`src/rtl/mkt_pkg.sv`:
```
// Shared types and constants for the single-level matching engine.
package mkt_pkg;

  localparam int PRICE_W   = 8;
  localparam int MAX_QTY_W = 16;

  localparam logic SIDE_BUY  = 1'b0;
  localparam logic SIDE_SELL = 1'b1;

  typedef enum logic [1:0] {
    ST_IDLE,
    ST_EVAL,
    ST_MATCH,
    ST_BOOK
  } state_t;

  typedef enum logic [2:0] {
    CMD_NONE,
    CMD_REST,
    CMD_REPLACE,
    CMD_MERGE,
    CMD_CONSUME
  } book_cmd_t;

  // qty is sized for the widest supported quantity; users cast to their QTY_W.
  typedef struct packed {
    logic                 valid;
    logic [PRICE_W-1:0]   price;
    logic [MAX_QTY_W-1:0] qty;
  } book_entry_t;

endpackage

```
`src/rtl/book_side.sv`:
```
// One side of the book: a single resting order with rest/replace/merge/consume
// commands and a price comparator whose direction depends on is_bid.
module book_side
  import mkt_pkg::*;
#(
  parameter int QTY_W  = 4,
  parameter bit is_bid = 1'b1
) (
  input  logic                clk,
  input  logic                reset,
  input  book_cmd_t           cmd,
  input  logic [PRICE_W-1:0]  cmd_price,
  input  logic [QTY_W-1:0]    cmd_qty,
  input  logic [PRICE_W-1:0]  cand_price,
  output logic                cand_better,
  output logic                cand_equal,
  output logic                valid,
  output logic [PRICE_W-1:0]  price,
  output logic [QTY_W-1:0]    qty
);

  book_entry_t      entry_q;
  logic [QTY_W:0]   sum;
  logic [QTY_W-1:0] merged;
  logic [QTY_W-1:0] remain;

  assign valid  = entry_q.valid;
  assign price  = entry_q.price;
  assign qty    = QTY_W'(entry_q.qty);

  assign sum    = {1'b0, qty} + {1'b0, cmd_qty};
  assign merged = sum[QTY_W] ? {QTY_W{1'b1}} : sum[QTY_W-1:0];
  assign remain = qty - cmd_qty;

  // Higher is better for a bid, lower is better for an ask.
  assign cand_better = is_bid ? (cand_price > price) : (cand_price < price);
  assign cand_equal  = (cand_price == price);

  // NOTE: sequential state uses non-blocking assignments so every register
  // samples pre-edge values regardless of statement order.
  always_ff @(posedge clk or negedge reset) begin
    if (!reset) begin
      entry_q <= '0;
    end else begin
      case (cmd)
        CMD_REST, CMD_REPLACE: begin
          entry_q.valid <= 1'b1;
          entry_q.price <= cmd_price;
          entry_q.qty   <= MAX_QTY_W'(cmd_qty);
        end
        CMD_MERGE: entry_q.qty <= MAX_QTY_W'(merged);
        CMD_CONSUME: begin
          entry_q.qty <= MAX_QTY_W'(remain);
          if (remain == '0) entry_q.valid <= 1'b0;
        end
        default: ;
      endcase
    end
  end

endmodule

```
`src/rtl/matching_engine.sv`:
```
// Single-level limit-order matcher: one resting order per side, at most one
// trade per incoming order, residual goes straight to the book.
module matching_engine
  import mkt_pkg::*;
#(
  parameter int QTY_W = 4,
  parameter int CNT_W = 16
) (
  input  logic               clk,
  input  logic               reset,
  input  logic               enable,
  input  logic               order_valid,
  output logic               order_ready,
  input  logic               order_side,
  input  logic [PRICE_W-1:0] order_price,
  input  logic [QTY_W-1:0]   order_qty,
  output logic               match_flag,
  output logic [PRICE_W-1:0] buy_price,
  output logic [PRICE_W-1:0] sell_price,
  output logic [QTY_W-1:0]   match_qty,
  output logic               reject_flag,
  output logic [PRICE_W-1:0] best_bid,
  output logic [PRICE_W-1:0] best_ask,
  output logic [QTY_W-1:0]   bid_qty,
  output logic [QTY_W-1:0]   ask_qty,
  output logic               bid_valid,
  output logic               ask_valid,
  output logic [CNT_W-1:0]   match_count
);

  state_t             state;
  logic               inc_side;
  logic [PRICE_W-1:0] inc_price;
  logic [QTY_W-1:0]   inc_qty;

  book_cmd_t          bid_cmd;
  book_cmd_t          ask_cmd;
  logic [QTY_W-1:0]   book_cmd_qty;
  logic               bid_better, bid_equal, ask_better, ask_equal;

  logic               is_buy;
  logic               crosses;
  logic [QTY_W-1:0]   rest_qty;
  logic [QTY_W-1:0]   trade_qty;
  logic [QTY_W-1:0]   residual;
  logic               same_valid, same_better, same_equal;
  logic               price_worse;
  book_cmd_t          place_cmd;

  assign order_ready = (state == ST_IDLE) && enable;

  assign is_buy    = (inc_side == SIDE_BUY);
  assign crosses   = is_buy ? (ask_valid && inc_price >= best_ask)
                            : (bid_valid && inc_price <= best_bid);
  assign rest_qty  = is_buy ? ask_qty : bid_qty;
  assign trade_qty = (inc_qty < rest_qty) ? inc_qty : rest_qty;
  assign residual  = inc_qty - match_qty;

  // Same-side view used when placing the incoming order or its residual.
  assign same_valid  = is_buy ? bid_valid  : ask_valid;
  assign same_better = is_buy ? bid_better : ask_better;
  assign same_equal  = is_buy ? bid_equal  : ask_equal;
  assign price_worse = same_valid && !same_better && !same_equal;

  // NOTE: every variable in an always_comb gets a default first, so no path
  // leaves it unassigned and no latch is inferred.
  always_comb begin
    bid_cmd      = CMD_NONE;
    ask_cmd      = CMD_NONE;
    book_cmd_qty = inc_qty;
    place_cmd    = CMD_NONE;
    if (!same_valid)     place_cmd = CMD_REST;
    else if (same_better) place_cmd = CMD_REPLACE;
    else if (same_equal)  place_cmd = CMD_MERGE;

    if (state == ST_MATCH) begin
      book_cmd_qty = match_qty;
      if (is_buy) ask_cmd = CMD_CONSUME;
      else        bid_cmd = CMD_CONSUME;
    end else if (state == ST_BOOK && inc_qty != '0) begin
      if (is_buy) bid_cmd = place_cmd;
      else        ask_cmd = place_cmd;
    end
  end

  book_side #(.QTY_W(QTY_W), .is_bid(1'b1)) u_bid (
    .clk         (clk),
    .reset       (reset),
    .cmd         (bid_cmd),
    .cmd_price   (inc_price),
    .cmd_qty     (book_cmd_qty),
    .cand_price  (inc_price),
    .cand_better (bid_better),
    .cand_equal  (bid_equal),
    .valid       (bid_valid),
    .price       (best_bid),
    .qty         (bid_qty)
  );

  book_side #(.QTY_W(QTY_W), .is_bid(1'b0)) u_ask (
    .clk         (clk),
    .reset       (reset),
    .cmd         (ask_cmd),
    .cmd_price   (inc_price),
    .cmd_qty     (book_cmd_qty),
    .cand_price  (inc_price),
    .cand_better (ask_better),
    .cand_equal  (ask_equal),
    .valid       (ask_valid),
    .price       (best_ask),
    .qty         (ask_qty)
  );

  always_ff @(posedge clk or negedge reset) begin
    if (!reset) begin
      state       <= ST_IDLE;
      inc_side    <= SIDE_BUY;
      inc_price   <= '0;
      inc_qty     <= '0;
      match_flag  <= 1'b0;
      buy_price   <= '0;
      sell_price  <= '0;
      match_qty   <= '0;
      reject_flag <= 1'b0;
      match_count <= '0;
    end else begin
      case (state)
        ST_IDLE: begin
          if (order_valid && order_ready) begin
            inc_side  <= order_side;
            inc_price <= order_price;
            inc_qty   <= order_qty;
            state     <= ST_EVAL;
          end
        end
        ST_EVAL: begin
          // A zero-quantity order never trades; it falls through to a reject.
          if (inc_qty != '0 && crosses) begin
            match_flag <= 1'b1;
            match_qty  <= trade_qty;
            buy_price  <= is_buy ? inc_price : best_bid;
            sell_price <= is_buy ? best_ask  : inc_price;
            state      <= ST_MATCH;
          end else begin
            reject_flag <= (inc_qty == '0) || price_worse;
            state       <= ST_BOOK;
          end
        end
        ST_MATCH: begin
          match_flag  <= 1'b0;
          inc_qty     <= residual;
          match_count <= match_count + 1'b1;
          if (residual != '0) begin
            reject_flag <= price_worse;
            state       <= ST_BOOK;
          end else begin
            state <= ST_IDLE;
          end
        end
        ST_BOOK: begin
          reject_flag <= 1'b0;
          state       <= ST_IDLE;
        end
        default: state <= ST_IDLE;
      endcase
    end
  end

endmodule

```
`config.mk`:
```
export PLATFORM = sky130hd
export DESIGN_NAME = matching_engine
export DESIGN_NICKNAME = d
export VERILOG_FILES = /design/src/rtl/mkt_pkg.sv /design/src/rtl/book_side.sv /design/src/rtl/matching_engine.sv
export SDC_FILE = /design/constraint.sdc
export NUM_CORES = 1
export LEC_CHECK = 0
export BUFFER_PORTS_ARGS = -buffer_cell sky130_fd_sc_hd__buf_2
export CELL_PAD_IN_SITES_DETAIL_PLACEMENT = 0
export CELL_PAD_IN_SITES_GLOBAL_PLACEMENT = 1
export CORE_MARGIN = 2
export CORE_UTILIZATION = 45
export DETAILED_ROUTE_END_ITERATION = 8
export PLACE_DENSITY_LB_ADDON = 0.15
export SYNTH_ARGS = -nofsm -noshare
export SYNTH_HDL_FRONTEND = slang
export SYNTH_HIERARCHICAL = 1
export SYNTH_SLANG_ARGS = --single-unit
export TNS_END_PERCENT = 10
```
`constraint.sdc`:
```
create_clock -name clk -period 4 [get_ports clk]
set_input_delay 0.6 -clock clk [delete_from_list [all_inputs] [get_ports clk]]
set_output_delay 0.6 -clock clk [all_outputs]
set_load 0.02 [all_outputs]
```
==> out/results.ini <==
[outcome]
status = complete, no violations

[critical_path]
crit_arrival_ns = 3.64
critical_path.max_fanout = 17
critical_path_required_ns = 4.23
crit_path_end_kind = register
cpLargestDelayFamily = simple AND/OR/NAND/NOR gates
worst-path-buf-inv = 0
critical-path-slowest-cell = sky130_fd_sc_hd__dfrtp_1
critical_path.startpoint_type = register
slowest_delay_ns = 0.50
type_of_the_worst_setup_path = reg -> reg
cp_cell_sequence = ha_1 -> a21o_1 -> a21o_1 -> a211oi_1 -> nor2_1 -> a21oi_1 -> nand3b_1 -> nor2_1 -> xnor2_1 -> nor2_4 -> mux2_2

[cts]
cts-root-to-sink-buffers = 2
tritoncts = done
post_cts_buffers = 0
cts_made_buffers = 9
cts.sinks = 79
total_of_cells_resized_after_clock_tree_synthesis = 0
worst_skew_pair.late_latency_ns = 0.34
clkTransAtPathRegs_ns = 0.06
post_cts_hold_buffer_count = 0
h_tree_level_count = 3
clock_tree.root_cell = sky130_fd_sc_hd__clkbuf_16

[floorplanning]
initial_standard_cell_utilization_of_the_core = 0.458
die_h_um = 114
fp.dieArea_um2 = 13000
dieWidth_um = 114
io_pins = 82
core_region_area_um2 = 11900
placementRows = 40

[grt]
grt_first_pass_wirelength_um = 22100
first_global_vias = 4371
gr-usage-all-layers = 0.217
grt-ovfl-total = 0
grt_start_max_net_pins = 80
initial_antenna_violation_count = 0

[routing]
finalWirelength_um = 13200
dr_total_vias = 4347
detail_route.iter0.violations = 207
post-route-drc-count = 0
route.antenna.remaining_nets = 0
wire_per_inst_um = 16.6
drt_pre_antenna_iters = 5
viasPerCell = 5.46

[timing]
finalClockSkew_ns = 0.00632
final-setup-viol-count = 0
worst_pin_slew_ns = 1.02
timing_max_transition_violations_final = 0
relative_slew_margins = 0.317
final_hold_viol_count = 0
hold_slack_ns = 0.446
rsz0062_at_grt = false
fmaxAchievable_mhz = 293
period_share = 0.852
fin_setup_tns_ns = 0
finalWorstPathRequiredPeriod_ns = 3.41

[place]
hpwlAfterDp_um = 9780
place.gp.congestion = 0.848
dp.cells = 780
io_buffer_count = 81

[power_and_ir_drop]
cellPowerDensity_nw_per_um2 = 992
p_leak_nw = 3.00
fin_total_pwr_mw = 6.29
cell_internal_pwr_mw = 3.37
netSwitchingPower_mw = 2.93
power.sequential.fraction = 0.247
power.clock.fraction = 0.151
combinationalPowerShare = 0.602
vdd_ir_drop_max_mv = 0.498
power.switching_fraction = 0.465

[flow_run]
drv.max_cap_violation_count = 0

[logic_synthesis]
synth-seq-cells = 79
synthCells = 560
synth-xor-area-share = 0.0473
synth_sequential_area_ratio = 0.362
synth_largest_area_cell = sky130_fd_sc_hd__dfrtp_1
yosysWarningCount = 6
syn_nets = 635
synth_adder_area_share = 0.140
synth.cell_area_um2 = 5450
synth_compound_area_frac = 0.146
synth_simple_gate_area_frac = 0.151
netlist_top_cells_area = sky130_fd_sc_hd__dfrtp_1 (36%), sky130_fd_sc_hd__ha_1 (12%), sky130_fd_sc_hd__nand2_1 (3.9%)
distinct_cell_type_count_of_the_synthesized_netlist = 71
synth_enable_flop_cells = 0
syn-mean-instance-area_um2 = 9.74
ys.flop_type = sky130_fd_sc_hd__dfrtp_1
cell_with_the_most_instances_after_synthesis = sky130_fd_sc_hd__dfrtp_1
muxShareOfSynthArea = 0.0959
yosys.area.top_type_share = 0.362
async_reset_ff_frac = 1.00
combinational_family_with_the_most_area_after_synthesis = simple AND/OR/NAND/NOR gates
ys_top_cells_by_count = sky130_fd_sc_hd__dfrtp_1 (79), sky130_fd_sc_hd__nand2_1 (57), sky130_fd_sc_hd__ha_1 (53), sky130_fd_sc_hd__inv_1 (53), sky130_fd_sc_hd__o21ai_0 (34)

[layout]
final_net_count = 719
finalNonFillerCells = 796
final_layout_size_suffix_gt1_frac = 0.230
area.growth.synth_to_final_pct = 16.3
final_util = 0.533
num_antenna_cells = 0

[hold_path]
min_path_type = in -> async

==> power by group through the flow <==
stage	logic [mW]	clock network, mW	registers (mW)
floorplan	2.57	0	1.72
global placement	3.73	0	1.55
detailed placement	3.77	0	1.57
CTS	3.79	0.978	1.56
global route	4.25	1.02	1.62
finish	3.79	0.952	1.55
==> path summary, 6_finish.rpt <==
check,startpoint,endpoint,slack (ns),cells after the start
max,inc_price[5]$_DFFE_PN0P_,u_bid/price[0]$_DFFE_PN0P_,0.59,11
min,reset,buy_price[6]$_DFFE_PN0P_,0.45,1
max reg2reg,inc_price[5]$_DFFE_PN0P_,u_bid/price[0]$_DFFE_PN0P_,0.59,11
min reg2reg,match_count[15]$_DFFE_PN0P_,match_count[15]$_DFFE_PN0P_,0.47,1
max in group asynchronous,reset,u_bid/qty[0]$_DFFE_PN0P_,2.91,1
min in group clk,order_price[0],inc_price[0]$_DFFE_PN0P_,0.46,3
==> kinds of logic (layout without fill, tap and decap cells) <==
group,count (synthesis),after routing
compound gates,120,120
flops,79,79
simple gates,161,161
mux,44,44
buf+inv,71,160
fa+ha+maj,58,58
xor+xnor,27,27
==> sequential cells by signal (all words and copies together) (netlist names) <==
signal and cells:
match_qty 4, state 2, u_bid/qty 4, reject_flag 1
inc_qty 4, u_ask/price 8, buy_price 8, u_ask/qty 4
u_bid/valid 1, inc_side 1, match_flag 1, sell_price 8
u_ask/valid 1, match_count 16, inc_price 8, u_bid/price 8
==> layout by cell type, fill, tap and decap left out, types with 3 or more instances in the layout <==
cell type | Yosys | final
sky130_fd_sc_hd__buf_2 | 4 | 80
sky130_fd_sc_hd__dfrtp_1 | 79 | 79
sky130_fd_sc_hd__nand2_1 | 57 | 57
sky130_fd_sc_hd__inv_1 | 53 | 53
sky130_fd_sc_hd__ha_1 | 53 | 53
sky130_fd_sc_hd__o21ai_0 | 34 | 34
sky130_fd_sc_hd__nor2_1 | 27 | 27
sky130_fd_sc_hd__a21oi_1 | 21 | 21
sky130_fd_sc_hd__xnor2_1 | 19 | 19
sky130_fd_sc_hd__mux2_2 | 17 | 17
sky130_fd_sc_hd__nand4_1 | 15 | 15
sky130_fd_sc_hd__buf_4 | 1 | 11
sky130_fd_sc_hd__mux2_4 | 10 | 10
sky130_fd_sc_hd__a211oi_1 | 9 | 9
sky130_fd_sc_hd__mux2_1 | 9 | 9
sky130_fd_sc_hd__clkbuf_16 | 0 | 9
sky130_fd_sc_hd__mux2i_1 | 8 | 8
sky130_fd_sc_hd__o211ai_1 | 8 | 8
sky130_fd_sc_hd__nand3_1 | 8 | 8
sky130_fd_sc_hd__and3_1 | 7 | 7
sky130_fd_sc_hd__nand2b_1 | 7 | 7
sky130_fd_sc_hd__o21ai_1 | 7 | 7
sky130_fd_sc_hd__nor2b_1 | 6 | 6
sky130_fd_sc_hd__xor2_1 | 6 | 6
sky130_fd_sc_hd__nor3_1 | 5 | 5
sky130_fd_sc_hd__a21o_1 | 5 | 5
sky130_fd_sc_hd__fa_1 | 5 | 5
sky130_fd_sc_hd__nor3b_1 | 4 | 4
sky130_fd_sc_hd__nand2_2 | 4 | 4
sky130_fd_sc_hd__nand3b_1 | 3 | 3
sky130_fd_sc_hd__o21a_1 | 3 | 3
sky130_fd_sc_hd__o31ai_1 | 3 | 3
sky130_fd_sc_hd__o22ai_1 | 3 | 3
sky130_fd_sc_hd__clkbuf_1 | 8 | 3
sky130_fd_sc_hd__bufinv_16 | 0 | 3
sky130_fd_sc_hd__o21ai_2 | 3 | 3
==> per-stage QoR <==
stage | instance area, um2 | setup slack (ns)
3_3_place_gp | 6000 | 0.701
2_1_floorplan | 5450 | 1.14
5_1_grt | 6340 | 0.252
4_1_cts | 6340 | 0.592
3_5_place_dp | 6000 | 0.633
6_report | 6340 | 0.592
==> final cells by class <==
type | instances | area (um2)
Multi-Input combinational cell | 410 | 3160
Clock buffer | 13 | 250
Clock inverter | 3 | 90.1
Timing Repair Buffer | 91 | 483
Fill cell | 1127 | 5570
Sequential cell | 79 | 1980
Tap cell | 147 | 184
Inverter | 53 | 199
==> metal layers <==
layer / track usage / up-vias / wire length, um
met5: 0 / - / 0
met1: 0.315 / 2074 / 6660
met2: 0.320 / 103 / 5750
met3: 0.0492 / 13 / 592
li1: - / 2157 / -
met4: 0.0732 / 0 / 172
No activity file was read; power rests on OpenSTA's default activity.
